$ cat src/rtl/sync_fifo.sv
// First-word-fall-through synchronous FIFO with valid/ready on both sides,
// registered occupancy/almost-full and sticky overflow/underflow flags.
module sync_fifo #(
  parameter int unsigned DATA_W    = 8,
  parameter int unsigned DEPTH     = 8,
  parameter int unsigned AFULL_LVL = DEPTH - 2
) (
  input  logic                     clk,
  input  logic                     rst,
  input  logic [DATA_W-1:0]        in_data,
  input  logic                     in_valid,
  output logic                     in_ready,
  output logic [DATA_W-1:0]        out_data,
  output logic                     out_valid,
  input  logic                     out_ready,
  output logic [$clog2(DEPTH):0]   count,
  output logic                     almost_full,
  output logic                     overflow,
  output logic                     underflow
);

  localparam int unsigned PTR_W = $clog2(DEPTH);
  localparam int unsigned CNT_W = PTR_W + 1;
  localparam logic [CNT_W-1:0] FULL_CNT  = CNT_W'(DEPTH);
  localparam logic [CNT_W-1:0] AFULL_CNT = CNT_W'(AFULL_LVL);

  logic [DATA_W-1:0] mem_q [DEPTH];
  logic [PTR_W-1:0]  wr_ptr_q, wr_ptr_d;
  logic [PTR_W-1:0]  rd_ptr_q, rd_ptr_d;
  logic [CNT_W-1:0]  count_q, count_d;
  logic              afull_q, afull_d;
  logic              ovf_q, ovf_d;
  logic              unf_q, unf_d;
  logic              push, pop;

  // Full/empty come only from count, never from pointer comparison.
  assign in_ready    = (count_q != FULL_CNT) && !rst;
  assign out_valid   = (count_q != '0) && !rst;
  assign push        = in_valid && in_ready;
  assign pop         = out_valid && out_ready;
  assign out_data    = mem_q[rd_ptr_q];
  assign count       = count_q;
  assign almost_full = afull_q;
  assign overflow    = ovf_q;
  assign underflow   = unf_q;

  // NOTE: every variable gets its default first so no path leaves it unassigned (no latch).
  always_comb begin
    wr_ptr_d = wr_ptr_q;
    rd_ptr_d = rd_ptr_q;
    count_d  = count_q;
    ovf_d    = ovf_q;
    unf_d    = unf_q;

    if (push) wr_ptr_d = wr_ptr_q + PTR_W'(1);
    if (pop)  rd_ptr_d = rd_ptr_q + PTR_W'(1);

    unique case ({push, pop})
      2'b10:   count_d = count_q + CNT_W'(1);
      2'b01:   count_d = count_q - CNT_W'(1);
      default: count_d = count_q;
    endcase

    if (in_valid && !in_ready && !rst) ovf_d = 1'b1;
    if (out_ready && !out_valid && !rst) unf_d = 1'b1;

    afull_d = (count_d >= AFULL_CNT);
  end

  // NOTE: state registers use non-blocking assignment so all flops update together at the edge.
  always_ff @(posedge clk) begin
    if (rst) begin
      wr_ptr_q <= '0;
      rd_ptr_q <= '0;
      count_q  <= '0;
      afull_q  <= 1'b0;
      ovf_q    <= 1'b0;
      unf_q    <= 1'b0;
    end else begin
      wr_ptr_q <= wr_ptr_d;
      rd_ptr_q <= rd_ptr_d;
      count_q  <= count_d;
      afull_q  <= afull_d;
      ovf_q    <= ovf_d;
      unf_q    <= unf_d;
    end
  end

  // NOTE: the storage array is deliberately not reset; out_valid masks stale words.
  always_ff @(posedge clk) begin
    if (push) mem_q[wr_ptr_q] <= in_data;
  end

endmodule

$ cat config.mk
export PLATFORM = sky130hd
export DESIGN_NAME = sync_fifo
export DESIGN_NICKNAME = d
export VERILOG_FILES = /design/src/rtl/sync_fifo.sv
export SDC_FILE = /design/constraint.sdc
export NUM_CORES = 1
export LEC_CHECK = 0
export CAP_MARGIN = 0
export CORE_UTILIZATION = 40
export CTS_BUF_LIST = sky130_fd_sc_hd__clkbuf_2 sky130_fd_sc_hd__clkbuf_4 sky130_fd_sc_hd__clkbuf_8
export DETAILED_ROUTE_END_ITERATION = 10
export GPL_TIMING_DRIVEN = 0
export PLACE_DENSITY_LB_ADDON = 0.05
export SLEW_MARGIN = 10
export SYNTH_ARGS = -nofsm -noshare
export SYNTH_HDL_FRONTEND = slang
export SYNTH_SLANG_ARGS = --single-unit
$ cat constraint.sdc
create_clock -name clk -period 5.7 [get_ports clk]
set_input_delay 1.14 -clock clk [delete_from_list [all_inputs] [get_ports clk]]
set_output_delay 1.14 -clock clk [all_outputs]
set_load 0.05 [all_outputs]
# After elaboration in Yosys (flattened, before gate mapping)
# Memories as Yosys holds them, arrays and structs flattened. A register that Yosys moved wholly into a read port is not among the register bits.
# Cells that the tools add are included.
# word_totals
latch_bits	0
mem_bits_ro	0
input_bits	12
register_bits	13
output_inout_bits	17
n_memories	1
mem_bits_rw	64
wordCells	32
# classes
n_addsub	4
n_eq_ne	3
n_shift	0
mul	0
magnitude_cmp	1
n_bitwise	0
reduce_logical	12
n_mux	5
div_mod_pow	0
# memory_table
memory	words	width	rd	rd_ports_with_merged_regs	wr	line	rtl
mem_q	8	8	1	1	1	27	logic [DATA_W-1:0] mem_q [DEPTH];
# op_table
cell	count
logical AND 1 bit	8
one-hot mux 4 bit (2 select lines)	1
adder 3 x 1 -> 3 bit, second input constant	2
2-to-1 mux 3 bit	2
adder 4 x 1 -> 4 bit, second input constant	1
>= comparator 4 x 3 -> 1 bit, second input constant	1
inequality test 4 bit, second input constant	1
nonzero test 4 bit	1
subtractor 4 x 1 -> 4 bit, second input constant	1
zero test 1 bit	3
== test 2 x 1 -> 1 bit, second input constant	1
== test 2 bit, second input constant	1
2-to-1 mux 1 bit	2

# Longest topological paths before layout
# depth
ltp_word	6
depth_mapped	11
mapped_depth_nobuf	10

# Worst setup path before layout
# No wires, ideal clock.
# synth_path
path_type	input to output
start	in rst
end	out in_ready
path_buffers	2
cell_stages	3
t_required_ps	4560
path_slack_ps	2228
arrival_time_ps	2332
cell_sequence	clkbuf_1 -> buf_1 -> a21oi_1
# synth_between
elab_chain_cells	2
# synth_lines
item	line	rtl
start, declared	9	input logic rst,
zero test 1 bit	37	assign in_ready = (count_q != FULL_CNT) && !rst;
logical AND 1 bit	37	
end, declared	12	output logic in_ready,
# No other way between the ends.

# Worst setup path in the final report
# layout_path
start	in rst
end	out out_valid
# layout_between
elab_chain_cells	2
# layout_lines
item	line	rtl
zero test 1 bit	38	assign out_valid = (count_q != '0) && !rst;
logical AND 1 bit	38	
end, declared	14	output logic out_valid,
# No other way between the ends.

==> flow_summary_export.csv <==
group,metric,value,unit
cells_and_area,syn_to_final_growth,19.6,%
status,status,"completed",
placement,port-buffer-count,27,
sta,finalSetupViolations,0,
floorplan,rows,32,
global_routing,top_usage_layer,"met2",
floorplan,fp.dieW,92.5,um
sta,max_slew.worst_pin.slew,0.958,ns
pwr,p_per_area,325,nW/um2
clock_tree,cts_tree,"built",
cells_and_area,seqCellArea,2240,um2
worst_setup_path,cp-start-kind,"input port",
clock_tree,post_cts_buffers,0,
sta,hold_ws,0.483,ns
global_routing,grt_overflow_total,0,
cells_and_area,fin_util,0.502,
hold_path,worstHoldEndpoint,"overflow$_SDFFE_PP0P_",
sta,fin_setup_tns,0,ns
placement,place_hpwl,3.87,mm
pwr,irDropWorstVdd,0.139,mV
worst_setup_path,worstReg2RegEnd,"almost_full$_SDFF_PP0_",
floorplan,core_area,7810,um2
synthesis,syn-num-nets,199,
cells_and_area,fin_area,3920,um2
worst_setup_path,cp-end-kind,"primary output",
global_routing,grt_usage,0.155,
worst_setup_path,critPathKind,"in2out",
synthesis,synth_area_per_cell,18.0,um2
clock_tree,cts.sinks,80,
synthesis,synth_seq_area_share,0.684,
sta,period_needed,3.91,ns
cells_and_area,multi_input_area,995,um2
sta,rsz0062_at_grt,"no",
sta,finalCritPeriodShare,0.686,
sta,finalHoldViolCount,0,
detailed_routing,antenna_left,0,
global_routing,grt_pass1_vias,1778,
synthesis,synthCells,182,
floorplan,start_util,0.420,
floorplan,fp.dieH,92.5,um
clock_tree,clock_latency,0.35,ns
floorplan,pin_count,29,
synthesis,netlist_area,3280,um2
worst_setup_path,r2r_slack,3.06,ns
global_routing,antenna_found_initial,0,
hold_path,min_path_type,"reg2reg",
synthesis,synth.distinct_cells,36,
worst_setup_path,reg2reg_depth,11,
global_routing,grt_use_met3,0.0345,
cells_and_area,layout-drive-gt1-share,0.193,
worst_setup_path,path_max_fanout,10,
clock_tree,cts_buffers,9,
placement,routabilityCongestion,0.774,
cells_and_area,antennaDiodeCount,0,
job,cap_viol_max_count,0,
worst_setup_path,critPathRequiredTime,4.56,ns
sta,fmax,256,MHz
detailed_routing,drtPass1Iterations,4,
global_routing,grtUsageMet2,0.265,
detailed_routing,avgRoutedWirePerCell,18.1,um
sta,relSlewSlack,0.359,
worst_setup_path,critPathArrivalTime,2.77,ns
detailed_routing,route.detailed.drc,0,
worst_setup_path,cp_slowest_cell,"clkdlybuf4s50_1",
clock_tree,hold_buffers,0,
worst_setup_path,max_stage_delay,0.71,ns
floorplan,dieArea,8560,um2
cells_and_area,num-fill-cells,652,
clock_tree,max-clock-path-buffers,2,
clock_tree,htreeDepth,3,
detailed_routing,via_count,1667,
detailed_routing,drt_iter0_markers,51,
placement,dp_slack,1.78,ns
global_routing,grt_max_degree,14,
synthesis,yosys_warnings,0,
hold_path,min_path_cells,2,
sta,layout_setup_ws,1.79,ns
sta,finalClockSkew,0.00974,ns
worst_setup_path,timing.rr.start,"count[1]$_SDFF_PP0_",
detailed_routing,viasPerCell,5.05,
pwr,power.leakage,0.00133,uW
sta,slew_violations,0,
global_routing,grt_pass1_wl,9.41,mm
clock_tree,ctsResizeCount,0,
worst_setup_path,path_cells,"clkbuf_1 -> buf_1 -> nor2_1 -> clkdlybuf4s50_1",
placement,placed_area,3720,um2
global_routing,gr-usage-met1,0.184,
clock_tree,path_clk_slew,0.08,ns
synthesis,ys_seq_elements,80,
cells_and_area,nets,240,
hold_path,min_from,"overflow$_SDFFE_PP0P_",
detailed_routing,finalWirelength,5.99,mm
clock_tree,cts-root-buf,"clkbuf_8",
-- per-layer routing --
metal | vias up | wire (um)
li1 | 804 | -
met2 | 31 | 3010
met3 | 10 | 184
met1 | 822 | 2660
met4 | 0 | 125
met5 | - | 0
-- cell usage after synthesis --
library cell / count / area (um2)
ha_1: 5 / 62.6
or2_2: 2 / 12.5
mux4_2: 1 / 22.5
nor3_2: 1 / 10.0
inv_2: 1 / 3.75
a21oi_1: 3 / 15.0
mux2i_1: 3 / 30.0
mux2_2: 8 / 90.1
xor2_1: 2 / 17.5
xnor2_1: 4 / 35.0
and3b_1: 1 / 8.76
nor4_2: 1 / 12.5
nand4b_1: 1 / 8.76
nor2_1: 12 / 45.0
a21o_1: 1 / 7.51
nor4_1: 1 / 6.26
buf_2: 2 / 10.0
buf_6: 1 / 11.3
o221ai_1: 1 / 8.76
mux4_1: 15 / 394
edfxtp_1: 64 / 1920
a211oi_4: 1 / 20.0
inv_1: 2 / 7.51
nand2b_1: 8 / 50.1
buf_1: 2 / 7.51
dfxtp_1: 16 / 320
nor4bb_1: 1 / 10.0
a211o_1: 1 / 8.76
clkbuf_1: 2 / 7.51
nor3b_2: 1 / 12.5
o21ai_0: 4 / 20.0
nor3_1: 5 / 25.0
nand2_1: 6 / 22.5
nor2b_1: 1 / 6.26
a31oi_1: 1 / 6.26
buf_12: 1 / 20.0
-- worst max-delay path: cells and delay by family --
kind,cells,cell delay (ns)
buf+inv,3,1.53
simple gates,1,0.10
-- power by group --
| part | total [uW] | internal (uW) | switching [uW] |
|---|---|---|---|
| Clock | 415 | 222 | 193 |
| Sequential | 659 | 646 | 13.2 |
| Combinational | 198 | 81.6 | 116 |
-- layout make-up --
class | count | share of cell area
buffer | 8 | 0.0144
clock inverter | 4 | 0.0115
inverter | 3 | 0.00287
tap | 102 | 0.0326
clock buffer | 12 | 0.0389
timing repair buffer | 30 | 0.0741
sequential | 80 | 0.572
multi-input combinational | 91 | 0.254
-- cell usage in the layout (no fill, tap or decap), types with 2 or more instances in the layout --
master	instances
a21oi_1	3
buf_1	2
buf_2	3
buf_4	2
clkbuf_1	2
clkbuf_4	2
clkbuf_8	10
clkdlybuf4s50_1	27
clkinv_2	3
dfxtp_1	16
edfxtp_1	64
ha_1	5
inv_1	2
mux2_2	8
mux2i_1	3
mux4_1	15
nand2_1	6
nand2b_1	8
nor2_1	12
nor3_2	5
nor4_2	2
o21ai_0	4
or2_2	2
xnor2_1	4
xor2_1	2
-- worst max-delay path by stage --
stage / startpoint / to / slack, ns / depth (start not counted)
after floorplan: rst / in_ready / 2.23 / 3
after global placement: in_valid / mem_q[0][0]$_DFFE_PP_ / 1.48 / 5
after detailed placement: rst / out_valid / 1.78 / 4
after CTS: rst / out_valid / 1.77 / 4
after global routing: rst / out_valid / 1.69 / 4
final: rst / out_valid / 1.79 / 4
-- flip-flops by register name, summed over array words and instances (netlist names), named ones only --
signal,cells
mem_q,64
rd_ptr_q,3
almost_full,1
wr_ptr_q,3
count,4
overflow,1
underflow,1
-- through the flow --
step	total power, uW	instances
after CTS	1280	330
after detailed placement	871	314
after global routing	1320	330
after floorplan	808	182
after global placement	864	311
final	1270	330
-- cell families (layout without fill, tap and decap cells) --
group | Yosys count | after routing | synth area share
buffers and inverters | 11 | 57 | 0.0206
multiplexers | 27 | 27 | 0.164
XOR/XNOR | 6 | 6 | 0.0160
AND/OR/NAND/NOR | 41 | 41 | 0.0702
AO/OA/AOI/OAI | 12 | 12 | 0.0263
flip-flops | 80 | 80 | 0.684
adder cells (fa/ha/maj) | 5 | 5 | 0.0191
Power figures use the tool's default switching activity.
